### config.mk
export PLATFORM = sky130hd
export DESIGN_NAME = rgb888_to_rgb332_quantizer
export DESIGN_NICKNAME = d
export VERILOG_FILES = /design/src/rtl/rgb888_to_rgb332_quantizer.sv
export SDC_FILE = /design/constraint.sdc
export NUM_CORES = 1
export LEC_CHECK = 0
export ABC_AREA = 1
export CORE_MARGIN = 2
export CORE_UTILIZATION = 58
export CTS_CLUSTER_SIZE = 20
export DETAILED_ROUTE_END_ITERATION = 6
export PLACE_DENSITY = 0.81
export REMOVE_ABC_BUFFERS = 1
export SYNTH_ARGS = -nofsm -noshare
export SYNTH_HDL_FRONTEND = slang
export SYNTH_SLANG_ARGS = --single-unit
### constraint.sdc
create_clock -name clk -period 2.9 [get_ports clk]
set_input_delay 0.58 -clock clk [delete_from_list [all_inputs] [get_ports clk]]
set_output_delay 0.58 -clock clk [all_outputs]
set_load 0.01 [all_outputs]
### src/rtl/rgb888_to_rgb332_quantizer.sv
// rgb888_to_rgb332_quantizer
// Streaming RGB888 -> RGB332 converter with pixel position tracking and
// line/frame boundary tags. Output packing: [7:6]=blue, [5:3]=green, [2:0]=red.
// Two register stages: stage 1 holds the raw pixel and its tags, stage 2 holds
// the quantized word. Both stages advance together on en = !m_valid || m_ready.
// Optional ordered (4x4 Bayer) dithering is enabled by defining RGB332_DITHER_EN;
// without it the rounding offset is a constant 128 and no dither logic exists.
module rgb888_to_rgb332_quantizer #(
  parameter int H_ACTIVE = 600,
  parameter int V_ACTIVE = 450
) (
  input  logic        clk,
  input  logic        rst_n,
  input  logic        s_valid,
  output logic        s_ready,
  input  logic        s_sof,
  input  logic [23:0] s_rgb,
  output logic        m_valid,
  input  logic        m_ready,
  output logic [7:0]  m_rgb,
  output logic        m_sof,
  output logic        m_eol,
  output logic        m_eof
);

  // Counters are at least 2 bits wide so the dither index bits always exist.
  localparam int XW = (H_ACTIVE > 4) ? $clog2(H_ACTIVE) : 2;
  localparam int YW = (V_ACTIVE > 4) ? $clog2(V_ACTIVE) : 2;
  localparam logic [XW-1:0] X_LAST = XW'(H_ACTIVE - 1);
  localparam logic [YW-1:0] Y_LAST = YW'(V_ACTIVE - 1);

  logic          en;
  logic          accept;
  logic [XW-1:0] x;
  logic [YW-1:0] y;
  logic [XW-1:0] pix_x;
  logic [YW-1:0] pix_y;
  logic [XW-1:0] next_x;
  logic [YW-1:0] next_y;
  logic          pix_eol;
  logic          pix_ylast;

  logic          s1_valid;
  logic [23:0]   s1_rgb;
  logic          s1_sof;
  logic          s1_eol;
  logic          s1_eof;

  logic [7:0]    t;
  logic [2:0]    q_r;
  logic [2:0]    q_g;
  logic [1:0]    q_b;

  // No skid buffer: the input is ready exactly when the pipeline can advance.
  assign en      = !m_valid || m_ready;
  assign s_ready = en;
  assign accept  = s_valid && en;

  // Position of the pixel being presented and the position that follows it;
  // an accepted s_sof forces the pixel to (0,0) regardless of the counters.
  always_comb begin
    pix_x     = s_sof ? '0 : x;
    pix_y     = s_sof ? '0 : y;
    pix_eol   = (pix_x == X_LAST);
    pix_ylast = (pix_y == Y_LAST);
    next_x    = pix_x + XW'(1);
    next_y    = pix_y;
    if (pix_eol) begin
      next_x = '0;
      next_y = pix_ylast ? '0 : (pix_y + YW'(1));
    end
  end

  // Position counters move only when a pixel is actually accepted.
  always_ff @(posedge clk) begin
    if (!rst_n) begin
      x <= '0;
      y <= '0;
    end else if (accept) begin
      x <= next_x;
      y <= next_y;
    end
  end

`ifdef RGB332_DITHER_EN
  logic [1:0] s1_px;
  logic [1:0] s1_py;
  logic [3:0] bayer;

  // Stage 1 dither index: low two bits of the pixel's tagged position.
  always_ff @(posedge clk) begin
    if (!rst_n) begin
      s1_px <= '0;
      s1_py <= '0;
    end else if (en) begin
      s1_px <= pix_x[1:0];
      s1_py <= pix_y[1:0];
    end
  end

  // 4x4 Bayer matrix lookup; offset t = bayer*16 + 8 spans 8..248.
  always_comb begin
    bayer = 4'd0;
    case ({s1_py, s1_px})
      4'h0: bayer = 4'd0;
      4'h1: bayer = 4'd8;
      4'h2: bayer = 4'd2;
      4'h3: bayer = 4'd10;
      4'h4: bayer = 4'd12;
      4'h5: bayer = 4'd4;
      4'h6: bayer = 4'd14;
      4'h7: bayer = 4'd6;
      4'h8: bayer = 4'd3;
      4'h9: bayer = 4'd11;
      4'hA: bayer = 4'd1;
      4'hB: bayer = 4'd9;
      4'hC: bayer = 4'd15;
      4'hD: bayer = 4'd7;
      4'hE: bayer = 4'd13;
      default: bayer = 4'd5;
    endcase
    t = {bayer, 4'b1000};
  end
`else
  assign t = 8'd128;
`endif

  // Stage 1: capture pixel and the boundary tags of its own position.
  always_ff @(posedge clk) begin
    if (!rst_n) begin
      s1_valid <= 1'b0;
      s1_rgb   <= '0;
      s1_sof   <= 1'b0;
      s1_eol   <= 1'b0;
      s1_eof   <= 1'b0;
    end else if (en) begin
      s1_valid <= s_valid;
      s1_rgb   <= s_rgb;
      s1_sof   <= (pix_x == '0) && (pix_y == '0);
      s1_eol   <= pix_eol;
      s1_eof   <= pix_eol && pix_ylast;
    end
  end

  // Rounded scaling q = (v*N + t) >> 8; sums never exceed 11 (R,G) / 10 (B) bits.
  assign q_r = 3'(({3'b000, s1_rgb[23:16]} * 11'd7 + {3'b000, t}) >> 8);
  assign q_g = 3'(({3'b000, s1_rgb[15:8]}  * 11'd7 + {3'b000, t}) >> 8);
  assign q_b = 2'(({2'b00,  s1_rgb[7:0]}   * 10'd3 + {2'b00,  t}) >> 8);

  // Stage 2: quantized output word; tags are only asserted on valid pixels.
  always_ff @(posedge clk) begin
    if (!rst_n) begin
      m_valid <= 1'b0;
      m_rgb   <= '0;
      m_sof   <= 1'b0;
      m_eol   <= 1'b0;
      m_eof   <= 1'b0;
    end else if (en) begin
      m_valid <= s1_valid;
      m_rgb   <= {q_b, q_g, q_r};
      m_sof   <= s1_valid && s1_sof;
      m_eol   <= s1_valid && s1_eol;
      m_eof   <= s1_valid && s1_eof;
    end
  end

endmodule

Word level (Yosys, flattened, before mapping)
Index checks and enable logic that the tools add are counted.
{"block": "classes", "add_sub_neg": 5, "mul": 3, "eq_ne": 2, "muxes": 5, "n_reduce_logical": 10}
{"op": "two-way mux 9 bit", "count": 3}
{"op": "adder 11 x 8 -> 11 bit (second input constant)", "count": 2}
{"op": "multiplier 8 x 3 -> 11 bit (second input constant)", "count": 2}
{"op": "two-way mux 10 bit", "count": 2}
{"op": "adder 10 x 1 -> 10 bit (second input constant)", "count": 1}
{"op": "adder 10 x 8 -> 10 bit (second input constant)", "count": 1}
{"op": "equality test 10 bit (second input constant)", "count": 1}
{"op": "zero test 10 bit", "count": 1}
{"op": "multiplier 8 x 2 -> 10 bit (second input constant)", "count": 1}
{"op": "adder 9 x 1 -> 9 bit (second input constant)", "count": 1}
{"op": "equality test 9 bit (second input constant)", "count": 1}
{"op": "zero test 9 bit", "count": 1}
{"op": "logical AND 1 bit", "count": 6}
{"op": "zero test 1 bit", "count": 1}
{"op": "logical OR 1 bit", "count": 1}
{"block": "word_totals", "register_bits": 59, "input_bits": 29, "word_cells": 37}

Logic depth before layout (Yosys ltp)
Gate-level depths: netlist of the first run.
{"block": "logic_depth", "depth_word": 4, "mapped_depth": 14, "ltp_nobuf": 14}

Least setup slack after synthesis of the first run
Ideal clock, no wire load.
{"block": "synth_timing", "path_type": "reg2reg", "from": "reg s1_rgb[21]", "to": "reg m_rgb[0]", "setup_ns": 0.109, "t_arrival_ns": 2.213, "t_required_ns": 2.791, "setup_slack_ns": 0.578, "path_stages_with_launch": 14, "n_path_buf": 0, "synth_period_minus_slack_ns": 2.322, "cell_sequence": "dfxtp_1 -> inv_1 -> fa_1 -> inv_1 -> ha_1 -> ha_1 -> a21oi_1 -> o21ai_0 -> a21oi_1 -> nor2_1 -> nor2_1 -> nand2_1 -> nand2_1 -> inv_1"}
{"block": "synth_via", "elab_chain_len": 2}
{"item": "start: declaration", "line_no": "44", "rtl": "logic [23:0] s1_rgb;"}
{"item": "start signal: assignment", "line_no": "138", "rtl": "s1_rgb <= s_rgb;"}
{"item": "multiplier 8 x 3 -> 11 bit", "line_no": "146", "rtl": "assign q_r = 3'(({3'b000, s1_rgb[23:16]} * 11'd7 + {3'b000, t}) >> 8);"}
{"item": "adder 11 x 8 -> 11 bit", "line_no": "146"}
{"item": "end signal: assignment", "line_no": "160", "rtl": "m_rgb <= {q_b, q_g, q_r};"}
{"item": "end: declaration", "line_no": "20", "rtl": "output logic [7:0] m_rgb,"}
No other way between the ends.
A chain may end at the register's enable or synchronous reset.

Final worst setup path of the first run
{"block": "layout_timing", "from": "reg s1_rgb[21]", "to": "reg m_rgb[2]"}
The elaborated chain is that of the path after synthesis.

==> metrics.csv, run 1 <==
stage,metric,value,unit
run_status,run status,"finished, final reports clean",
yosys,dominant synthesized flop cell,sky130_fd_sc_hd__dfxtp_1,
place,half-perimeter wire length of the detailed placement result,6.50,mm
sta,slew at the pin closest to its max-slew limit,0.798,ns
finish,Ant. Diodes,0,
yosys,Cell variety after synth,32,
yosys,Gate Count Post-Synth,557,
global_routing,number of global-route vias before repair,3560,
floorplan,floorplan die area,7690,sq um
floorplan,initial core utilization,59.8,%
setup_path,endpoint required time on the critical path,3.15,ns
yosys,register bit count reported by yosys,59,
finish,area used by multi-input combinational logic,2470,sq um
setup_path,Arrival @ worst endpoint,2.81,ns
routing,Vias/cell,5.29,
sta,worst rel slew slack,46.7,%
sta,Max Clock Freq,390,MHz
clock_tree,Clock Latency Late Sink,0.35,ns
place,routability congestion estimate from global placement,0.934,
flow_run,Max Cap Viol,0,
sta,clock period minus final worst setup slack,2.56,ns
yosys,synthesized area,4060,sq um
setup_path,Setup crit start kind,flip-flop,
power_and_ir_drop,leakage power,2.27,nW
yosys,top cells by instance count after synthesis,"sky130_fd_sc_hd__nand2_1, sky130_fd_sc_hd__inv_1, sky130_fd_sc_hd__dfxtp_1, sky130_fd_sc_hd__nor2_1, sky130_fd_sc_hd__ha_1",
setup_path,beginning of the worst register-to-register path,s1_rgb[21],
global_routing,all-layer global routing usage,25.1,%
yosys,share of flip-flops with an asynchronous set or reset after synthesis,0,%
yosys,number of enable-type register cells in the synthesized netlist,0,
global_routing,wire length of the first global-routing pass,15.2,mm
sta,post-route clock skew,0.00960,ns
clock_tree,CTS H-tree lvls,3,
clock_tree,total clock sinks,59,
finish,count of nets after finishing,690,
power_and_ir_drop,Max rail drop VDD,0.327,mV
worst_hold_path,hold crit path type,flip-flop to flip-flop,
global_routing,maximum number of pins on one net before global-route repair,31,
clock_tree,setup bufs post-CTS,0,
setup_path,category of the most critical setup path,flip-flop to flip-flop,
clock_tree,clock tree from TritonCTS,done,
floorplan,std cell rows,30,
finish,utilization after layout,69.5,%
finish,# fillers,557,
routing,initial drt markers,187,
setup_path,Crit. End Element,flip-flop,
sta,Final Hold Fails,0,
floorplan,die span in y,87.7,um
yosys,post-synthesis area per instance,7.29,sq um
routing,first-pass iteration count of the detailed router,4,
finish,fraction of layout instances using a drive strength above 1,7.46,%
finish,layout overhead on the synthesized area,16.2,%
worst_hold_path,hold path cells,2,
sta,post-route clock period utilization,88.4,%
power_and_ir_drop,overall power after layout,1.99,mW
clock_tree,number of resized instances in the post-cts repair step,0,
sta,final setup vio count,0,
routing,Routed WL per cell,12.7,um
yosys,"count leader, synth",sky130_fd_sc_hd__nand2_1,
yosys,leading area contributor after synthesis,sky130_fd_sc_hd__dfxtp_1,
clock_tree,number of clock buffers inserted by TritonCTS,9,
sta,setup repair after global routing missed its margin,no,
yosys,ranking of synthesized cells by area,"sky130_fd_sc_hd__dfxtp_1, sky130_fd_sc_hd__ha_1, sky130_fd_sc_hd__nand2_1",
place,count of buffers from port buffering,41,
clock_tree,clk slew on worst S/H paths,0.07,ns
setup_path,largest fanout of any net on the critical path,4,
floorplan,width of the die,87.7,um
setup_path,R2R depth,12,
yosys,Yosys Warn Count,0,
setup_path,launch point of the critical path,s1_rgb[21],
clock_tree,Max Buffers Root-to-Sink,2,
yosys,sequential area share after synthesis,29.1,%
floorplan,Ports,42,
floorplan,floorplan core area,6790,sq um
clock_tree,hold buffers post-CTS,0,
global_routing,initial antenna violation count,0,
setup_path,register-to-register setup slack,0.34,ns
yosys,post-synth top area share,29.1,%
routing,WL final,8.90,mm
clock_tree,Root Driver,sky130_fd_sc_hd__clkbuf_8,
power_and_ir_drop,P per Cell Area,421,nW/um^2
routing,post-detailed-route count of antenna-violating nets,0,
finish,footprint of the flip-flops and latches,1180,sq um
worst_hold_path,start point of the worst min-delay path,m_eof,
routing,post-detailed-route DRC marker count,0,
routing,total via count after detailed routing,3700,
sta,max-slew violation count,0,
sta,final sum of negative setup slack,0,ns
global_routing,global route overflow,0,
## placed cells by master (no fill, tap or decap), types with 3 or more instances in the layout
cell type and count:
sky130_fd_sc_hd__dfxtp_1 59, sky130_fd_sc_hd__nor2_1 58, sky130_fd_sc_hd__nor2_2 6, sky130_fd_sc_hd__a21oi_1 50, sky130_fd_sc_hd__o21ai_0 41, sky130_fd_sc_hd__buf_4 7, sky130_fd_sc_hd__fa_1 12, sky130_fd_sc_hd__o21bai_1 3
sky130_fd_sc_hd__ha_1 51, sky130_fd_sc_hd__nand3_1 39, sky130_fd_sc_hd__nor2_4 5, sky130_fd_sc_hd__nor4_1 3, sky130_fd_sc_hd__clkdlybuf4s50_1 41, sky130_fd_sc_hd__nand2_1 97, sky130_fd_sc_hd__clkbuf_1 3, sky130_fd_sc_hd__clkbuf_8 11
sky130_fd_sc_hd__inv_2 5, sky130_fd_sc_hd__nand2_2 3, sky130_fd_sc_hd__xor2_1 3, sky130_fd_sc_hd__nand4_1 11, sky130_fd_sc_hd__inv_1 78, sky130_fd_sc_hd__or2_2 3
## where the power goes
group | switching, mW | internal (mW) | leakage, nW
logic | 0.237 | 0.191 | 1.70
clock network | 0.318 | 0.355 | 0.0905
registers | 0.0304 | 0.855 | 0.485
## state kept, by name (all words and copies together), names as in the netlist
| signal | flops |
|---|---|
| x | 10 |
| m_rgb | 8 |
| s1_eof | 1 |
| s1_sof | 1 |
| m_sof | 1 |
| s1_valid | 1 |
| y | 9 |
| s1_rgb | 24 |
| m_eof | 1 |
| s1_eol | 1 |
| m_eol | 1 |
| m_valid | 1 |
## cells by family after synthesis
family,count (synthesis),share of synthesized area (%)
AOI/OAI and AO/OA,101,13.0
buffers and inverters,101,10.1
and+or+nand+nor,230,25.6
xor gates and xnor gates,3,0.647
DFF,59,29.1
adders and majority gates,63,21.6
## routing by layer
metal  GRT usage (%)  vias up  part of all wire, %  wire (um)
met5               0        -                    0          0
met4            8.11        0                  1.7        148
li1                -     1878                    -          -
met2            43.7       89                   49       4360
met3            6.88       19                  4.9        436
met1            29.9     1714                   44       3950
## layout make-up
| type | instances | area share (%) |
|---|---|---|
| Clock inverter | 2 | 0.212 |
| Tap cell | 96 | 2.55 |
| Sequential cell | 59 | 25.0 |
| Timing Repair Buffer | 48 | 9.81 |
| Multi-Input combinational cell | 397 | 52.4 |
| Inverter | 83 | 6.60 |
| Clock buffer | 14 | 3.45 |
## stage by stage
step / std cells / setup slack [ns] / hold WS (ns) / instance area (sq um)
6_report: 699 / 0.337 / 0.465 / 4720
5_1_grt: 699 / 0.0148 / 0.497 / 4720
3_3_place_gp: 683 / 0.408 / 0.451 / 4550
3_5_place_dp: 683 / 0.317 / 0.458 / 4550
2_1_floorplan: 539 / 0.576 / 0.445 / 3960
4_1_cts: 699 / 0.315 / 0.468 / 4720
## worst paths after layout
kind               to
max reg2reg  m_rgb[2]
min             m_eof
max          m_rgb[2]
min reg2reg     m_eof
## critical path: stages (launching register included)
cell,delay (ns)
sky130_fd_sc_hd__dfxtp_1,0.38
sky130_fd_sc_hd__inv_1,0.12
sky130_fd_sc_hd__fa_1,0.49
sky130_fd_sc_hd__inv_1,0.04
sky130_fd_sc_hd__ha_1,0.28
sky130_fd_sc_hd__ha_1,0.30
sky130_fd_sc_hd__nand2_1,0.06
sky130_fd_sc_hd__o21ai_0,0.34
sky130_fd_sc_hd__nand3_1,0.12
sky130_fd_sc_hd__nand2_1,0.10
sky130_fd_sc_hd__nor2_1,0.05
sky130_fd_sc_hd__o21bai_1,0.13
sky130_fd_sc_hd__inv_1,0.05
Power figures use the tool's default switching activity.
==> run 2: changes to the inputs <==
- CORE_ASPECT_RATIO: not set -> 1.2
- CORE_UTILIZATION: 58 -> 52
- PLACE_DENSITY: 0.81 -> 0.77
- clock period: 2.9 -> 2.2 ns (I/O delays scaled with it)
==> run 2 against run 1 <==
The run now ends with setup timing left; sequential cell count unchanged; clock-buffer cell count down 3; critical path depth up 1; critical endpoint is now m_rgb[0]; fmax up 7.5%; critical path type unchanged; clock skew down 0.00063 ns; hold slack worse by 0.00053 ns; combinational power up 110%; highest routed layer unchanged; non-clock buffer count up 47.
==> metrics.csv, run 2 (synthesis gave the netlist of run 1 again) <==
stage,metric,value,unit,change
floorplan,Ports,42,,unchanged
sta,final setup vio count,6,,+6
setup_path,total stage count of the critical path,13,,+1
sta,post-route clock period utilization,108,%,+20 points
finish,max FFs per register,24,,unchanged
routing,initial drt markers,156,,-17%
setup_path,Arrival @ worst endpoint,2.63,ns,-0.18 ns
sta,slew at the pin closest to its max-slew limit,0.426,ns,-0.372 ns
setup_path,Setup crit start kind,flip-flop,,
setup_path,launch point of the critical path,s1_rgb[20],,
setup_path,critical path's top delay family,adder cells,,
place,half-perimeter wire length of the detailed placement result,7.11,mm,+9.5%
routing,post-detailed-route DRC marker count,0,,unchanged
finish,# fillers,561,,+0.72%
sta,post-route clock skew,0.00897,ns,-0.000631 ns
setup_path,Crit. End Element,flip-flop,,
sta,PnR worst setup slack,-0.184,ns,-0.521 ns
setup_path,capturing element of the worst setup path,m_rgb[0],,
setup_path,peak per-stage delay on the critical path,0.57,ns,+0.08 ns
global_routing,all-layer global routing usage,25.3,%,+0.17 points
setup_path,category of the most critical setup path,flip-flop to flip-flop,,
clock_tree,Clock Latency Late Sink,0.33,ns,-0.02 ns
global_routing,wire length of the first global-routing pass,17.5,mm,+16%
finish,largest registers,"s1_rgb: 24 flops, x: 10 flops, y: 9 flops",,
sta,clock period minus final worst setup slack,2.38,ns,-0.179 ns
sta,Max Clock Freq,419,MHz,+7.5%
routing,first-pass iteration count of the detailed router,5,,+1
finish,"Most flops, register",s1_rgb,,
sta,worst rel slew slack,71.5,%,+25 points
worst_hold_path,start point of the worst min-delay path,x[8],,
power_and_ir_drop,fraction of power spent switching nets,30.6,%,+1.1 points
routing,total via count after detailed routing,3964,,+7.1%
power_and_ir_drop,Max rail drop VDD,0.337,mV,+2.9%
setup_path,beginning of the worst register-to-register path,s1_rgb[20],,
setup_path,number of buffer and inverter instances along the worst setup path,3,,unchanged
setup_path,endpoint required time on the critical path,2.44,ns,-0.71 ns
routing,Routed WL per cell,14.3,um,+12%
setup_path,largest fanout of any net on the critical path,5,,+1
routing,post-detailed-route count of antenna-violating nets,0,,unchanged
routing,WL final,10.6,mm,+19%
power_and_ir_drop,design internal power,2.10,mW,+50%
place,count of buffers from port buffering,41,,unchanged
sta,Final Hold Fails,0,,unchanged
finish,final non-filler cell area,5420,sq um,+15%
flow_run,Max Cap Viol,0,,unchanged
sta,max-slew violation count,0,,unchanged
global_routing,maximum number of pins on one net before global-route repair,32,,+3.2%
run_status,violations in the final reports,setup timing,,
finish,layout overhead on the synthesized area,33.5,%,
worst_hold_path,hold crit path type,flip-flop to flip-flop,,
power_and_ir_drop,P per Cell Area,557,nW/um^2,+32%
finish,most common library cell in the layout ignoring fill and taps,sky130_fd_sc_hd__nand2_1,,
run_status,run status,"complete, but fails checks",,
floorplan,floorplan core area,7620,sq um,+12%
sta,final sum of negative setup slack,-0.787,ns,-0.787 ns
power_and_ir_drop,Comb power frac,29.6,%,+8.0 points
place,area after detailed placement,4880,sq um,+7.4%
clock_tree,hold buffers post-CTS,0,,unchanged
finish,fraction of layout instances using a drive strength above 1,24.5,%,+17 points
setup_path,slowest library cell on the worst path,sky130_fd_sc_hd__fa_1,,
global_routing,global route overflow,0,,unchanged
clock_tree,total clock sinks,59,,unchanged
finish,Ant. Diodes,0,,unchanged
clock_tree,number of clock buffers inserted by TritonCTS,9,,unchanged
setup_path,register-to-register setup slack,-0.18,ns,-0.52 ns
setup_path,RR Endpoint,m_rgb[0],,
clock_tree,Max Buffers Root-to-Sink,2,,unchanged
clock_tree,clock tree from TritonCTS,done,,
clock_tree,CTS H-tree lvls,3,,unchanged
floorplan,initial core utilization,53.3,%,-6.5 points
finish,count of nets after finishing,737,,+6.8%
place,routability congestion estimate from global placement,0.933,,about the same
floorplan,width of the die,84.7,um,-3.4%
global_routing,number of global-route vias before repair,3969,,+11%
global_routing,initial antenna violation count,0,,unchanged
floorplan,floorplan die area,8540,sq um,+11%
clock_tree,clk slew on worst S/H paths,0.07,ns,about the same
power_and_ir_drop,leakage power,2.51,nW,+10%
floorplan,std cell rows,35,,+17%
power_and_ir_drop,sequential power share,38.7,%,-5.9 points
power_and_ir_drop,NetSw,0.924,mW,+58%
sta,setup repair after global routing missed its margin,yes,,
routing,Vias/cell,5.36,,+1.2%
sta,Worst Hold Slack,0.465,ns,-0.000531 ns
finish,most frequent cells in the layout,"sky130_fd_sc_hd__nand2_1, sky130_fd_sc_hd__inv_1, sky130_fd_sc_hd__nor2_1",,
power_and_ir_drop,share of power burned in the clock network,31.7,%,-2.2 points
setup_path,critical path cell sequence,"inv_4, fa_1, inv_2, ha_4, ha_4, a21oi_4, o21ai_4, a21oi_2, nor2_1, nor2_1, nand2_1, nand2_1, inv_1",,
setup_path,R2R depth,13,,+1
clock_tree,Root Driver,sky130_fd_sc_hd__clkbuf_8,,
floorplan,die span in y,101,um,+15%
place,DP Worst Slack,-0.315,ns,-0.631 ns
==> run 2: worst min-delay path, stage by stage (launching register included) <==
cell and delay (ns):
sky130_fd_sc_hd__dfxtp_1 0.31, sky130_fd_sc_hd__nand2_1 0.06, sky130_fd_sc_hd__a21oi_1 0.05
==> run 2: layer usage <==
layer  part of all wire [%]  up-vias  global-route usage, %
met5                      0        -                      0
met4                    2.2        0                   11.0
met3                    4.2       24                   3.52
met2                     53       99                   46.9
met1                     41     1873                   28.6
li1                       -     1968                      -
==> run 2: power by group through the flow <==
stage                     clock network (mW)  registers, mW  logic (mW)
after global routing                    1.02           1.18       0.983
final                                  0.960           1.17       0.894
after global placement                     0           1.18       0.607
after floorplan                            0           1.19       0.349
after CTS                              0.971           1.17       0.772
after detailed placement                   0           1.19       0.642
==> run 2: worst min-delay path by stage <==
stage,endpoint,depth (start not counted),slack (ns)
floorplan,x[8],2,0.45
finish,x[8],2,0.46
global placement,s1_sof,2,0.45
detailed placement,s1_sof,2,0.46
global route,x[8],2,0.49
CTS,x[8],2,0.47
==> run 2: per-stage QoR <==
step	std cells	util [%]	total power [mW]
after floorplan	539	-	1.54
after global placement	721	64.1	1.79
after detailed placement	721	64.1	1.83
after CTS	739	69.9	2.91
after global routing	740	71.2	3.18
final	740	71.2	3.02
==> run 2: layout make-up <==
cell class / instances / area (sq um) / share of cell area (%)
Tap cell: 92 / 115 / 2.12
Timing Repair Buffer: 95 / 841 / 15.5
Inverter: 83 / 317 / 5.84
Multi-Input combinational cell: 397 / 2780 / 51.2
Clock inverter: 3 / 40.0 / 0.738
Sequential cell: 59 / 1190 / 22.0
Clock buffer: 11 / 141 / 2.61
==> run 2: what timing repair did <==
item,4_1_cts,5_1_grt
gates resized for setup,55,27
endpoints found under the setup margin,6,9
setup buffers,4,1
pin swaps,32,24
cloned,0,0
==> variant: new RTL, flow settings as in run 1 <==
`V_ACTIVE`: 450 -> 900.
--- a/src/rtl/rgb888_to_rgb332_quantizer.sv
+++ b/src/rtl/rgb888_to_rgb332_quantizer.sv
@@ -9,3 +9,3 @@
   parameter int H_ACTIVE = 600,
-  parameter int V_ACTIVE = 450
+  parameter int V_ACTIVE = 900
 ) (
Check against the original RTL: no difference found for any inputs over 10 cycles, from zero or initial values and one cycle with rst_n low; that may be too few to reach the edited logic, so the function may still have changed.
==> variant against run 1 <==
Design area rose by 5.9%. Setup slack improved by 0.024 ns. Global-route usage rose by 0.24 points. Wire length rose by 5.0%. Power rose by 16%. Synthesized area rose by 3.8%. Synthesized cell count rose by 6.3%. Sequential cell count rose by 1.
==> variant: results (changes against run 1) <==
status finished, final reports clean (unchanged); worst hold path class flop to flop (unchanged); fraction of registers with async set/reset 0% (unchanged); DPL Wire Length 6890 um (was 6500 um); layout filler cell count 603 (was 557); combinational cell power 452 uW (was 428 uW); peak supply drop 0.224 mV (was 0.327 mV); CP arrival 2.78 ns (was 2.81 ns); inverter count 94 (was 83); routed vias 3815 (was 3700); routed len/inst 12.6 um (was 12.7 um); Synth Area in XOR/XNOR 1.04% (was 0.647%); number of global-route vias before repair 3565 (was 3560); Seq area share 24.0% (was 25.0%); hold path start y[9]$_SDFFE_PN0P_ (was m_eof$_SDFFE_PN0N_); met1 GRT Util 31.5% (was 29.9%); post-place instance area 4750 sq um (was 4550 sq um); first-pass GRT wire length 15800 um (was 15200 um); #FFs+latches synth 60 (was 59); NumNets Final 726 (was 690); Slew headroom 66.9% (was 46.7%); Hold Path Cell Cnt 2 (unchanged); routed wl met2 4470 um (was 4360 um); worst r2r path cells 12 (unchanged); pin count of the biggest net entering global routing 48 (was 31); CTS resizes 0 (unchanged); post-CTS setup buffer count 0 (unchanged); Pwr Total 2.31 mW (was 1.99 mW); met3 wire length 336 um (was 436 um); Max Clock Skew 0.00682 ns (was 0.00960 ns); Buf/Inv on CP 2 (was 3); Signal buf overhead 9.86% (was 9.81%); Largest regs s1_rgb: 24 flops, x: 10 flops, y: 10 flops (was s1_rgb: 24 flops, x: 10 flops, y: 9 flops); Post-Synth Adder-Cell Area 19.7% (was 21.6%); Worst R2R Setup Slack 0.36 ns (was 0.34 ns); post-synthesis compound-gate area fraction 12.4% (was 13.0%); Commonest cells post-synth 117 x nand2_1, 87 x inv_1, 64 x nor2_1 (was 97 x nand2_1, 78 x inv_1, 59 x dfxtp_1); GPL Wtd Cong 0.904 (was 0.934); Clock buf/inv share 5.01% (was 3.66%); distinct cell type count after synthesis 35 (was 32); Min-Delay Endpoint y[9]$_SDFFE_PN0P_ (was m_eof$_SDFFE_PN0N_); Leak 2.37 nW (was 2.27 nW); Seq/Total Area, Yosys 28.5% (was 29.1%); GR Util met2 42.8% (was 43.7%); multi-input logic area 2580 sq um (was 2470 sq um); worst hold slack 0.465 ns (about the same); Util after Layout 70.1% (was 69.5%); Critical R2R Launch s1_rgb[21]$_SDFFE_PN0N_ (unchanged); Synth area leaders dfxtp_1 29%, ha_1 14%, nand2_1 10%, inv_1 7.7%, a21oi_1 5.7% (was dfxtp_1 29%, ha_1 16%, nand2_1 9.0%, inv_1 7.2%, a21oi_1 6.2%); flip-flop and latch power 896 uW (was 885 uW); all-layer global routing usage 25.3% (was 25.1%); Syn Area/Cell 7.12 sq um (was 7.29 sq um); internal power 1.69 mW (was 1.40 mW); Initial DRC Count 179 (was 187); met3 Usage GRT 5.45% (was 6.88%); wl on met1 4340 um (was 3950 um); Plain + repair buffers 52 (was 48); clk_buf instances 12 (was 14); layout cells sized above 1 8.86% (was 7.46%)
-- variant: cell count changes after synthesis, moves of 3 or more --
cell | run 1 | this run
nand2_1 | 97 | 117
inv_1 | 78 | 87
nor2_1 | 58 | 64
nand3_1 | 39 | 34
ha_1 | 51 | 47
nand2_2 | 3 | 0
nor3_1 | 1 | 4
nor4_1 | 3 | 0
xnor2_1 | 0 | 3
-- variant: worst max-delay path by stage --
| stage | slack (ns) | endpoint | from |
|---|---|---|---|
| CTS | 0.35 | m_rgb[2]$_SDFFE_PN0N_ | s1_rgb[21]$_SDFFE_PN0N_ |
| detailed placement | 0.36 | y[5]$_SDFFE_PN0P_ | s_sof |
| global placement | 0.45 | y[6]$_SDFFE_PN0P_ | s_sof |
| floorplan | -0.64 | x[8]$_SDFFE_PN0P_ | m_ready |
| global route | 0.06 | m_rgb[2]$_SDFFE_PN0N_ | s1_rgb[21]$_SDFFE_PN0N_ |
| finish | 0.36 | m_rgb[2]$_SDFFE_PN0N_ | s1_rgb[21]$_SDFFE_PN0N_ |
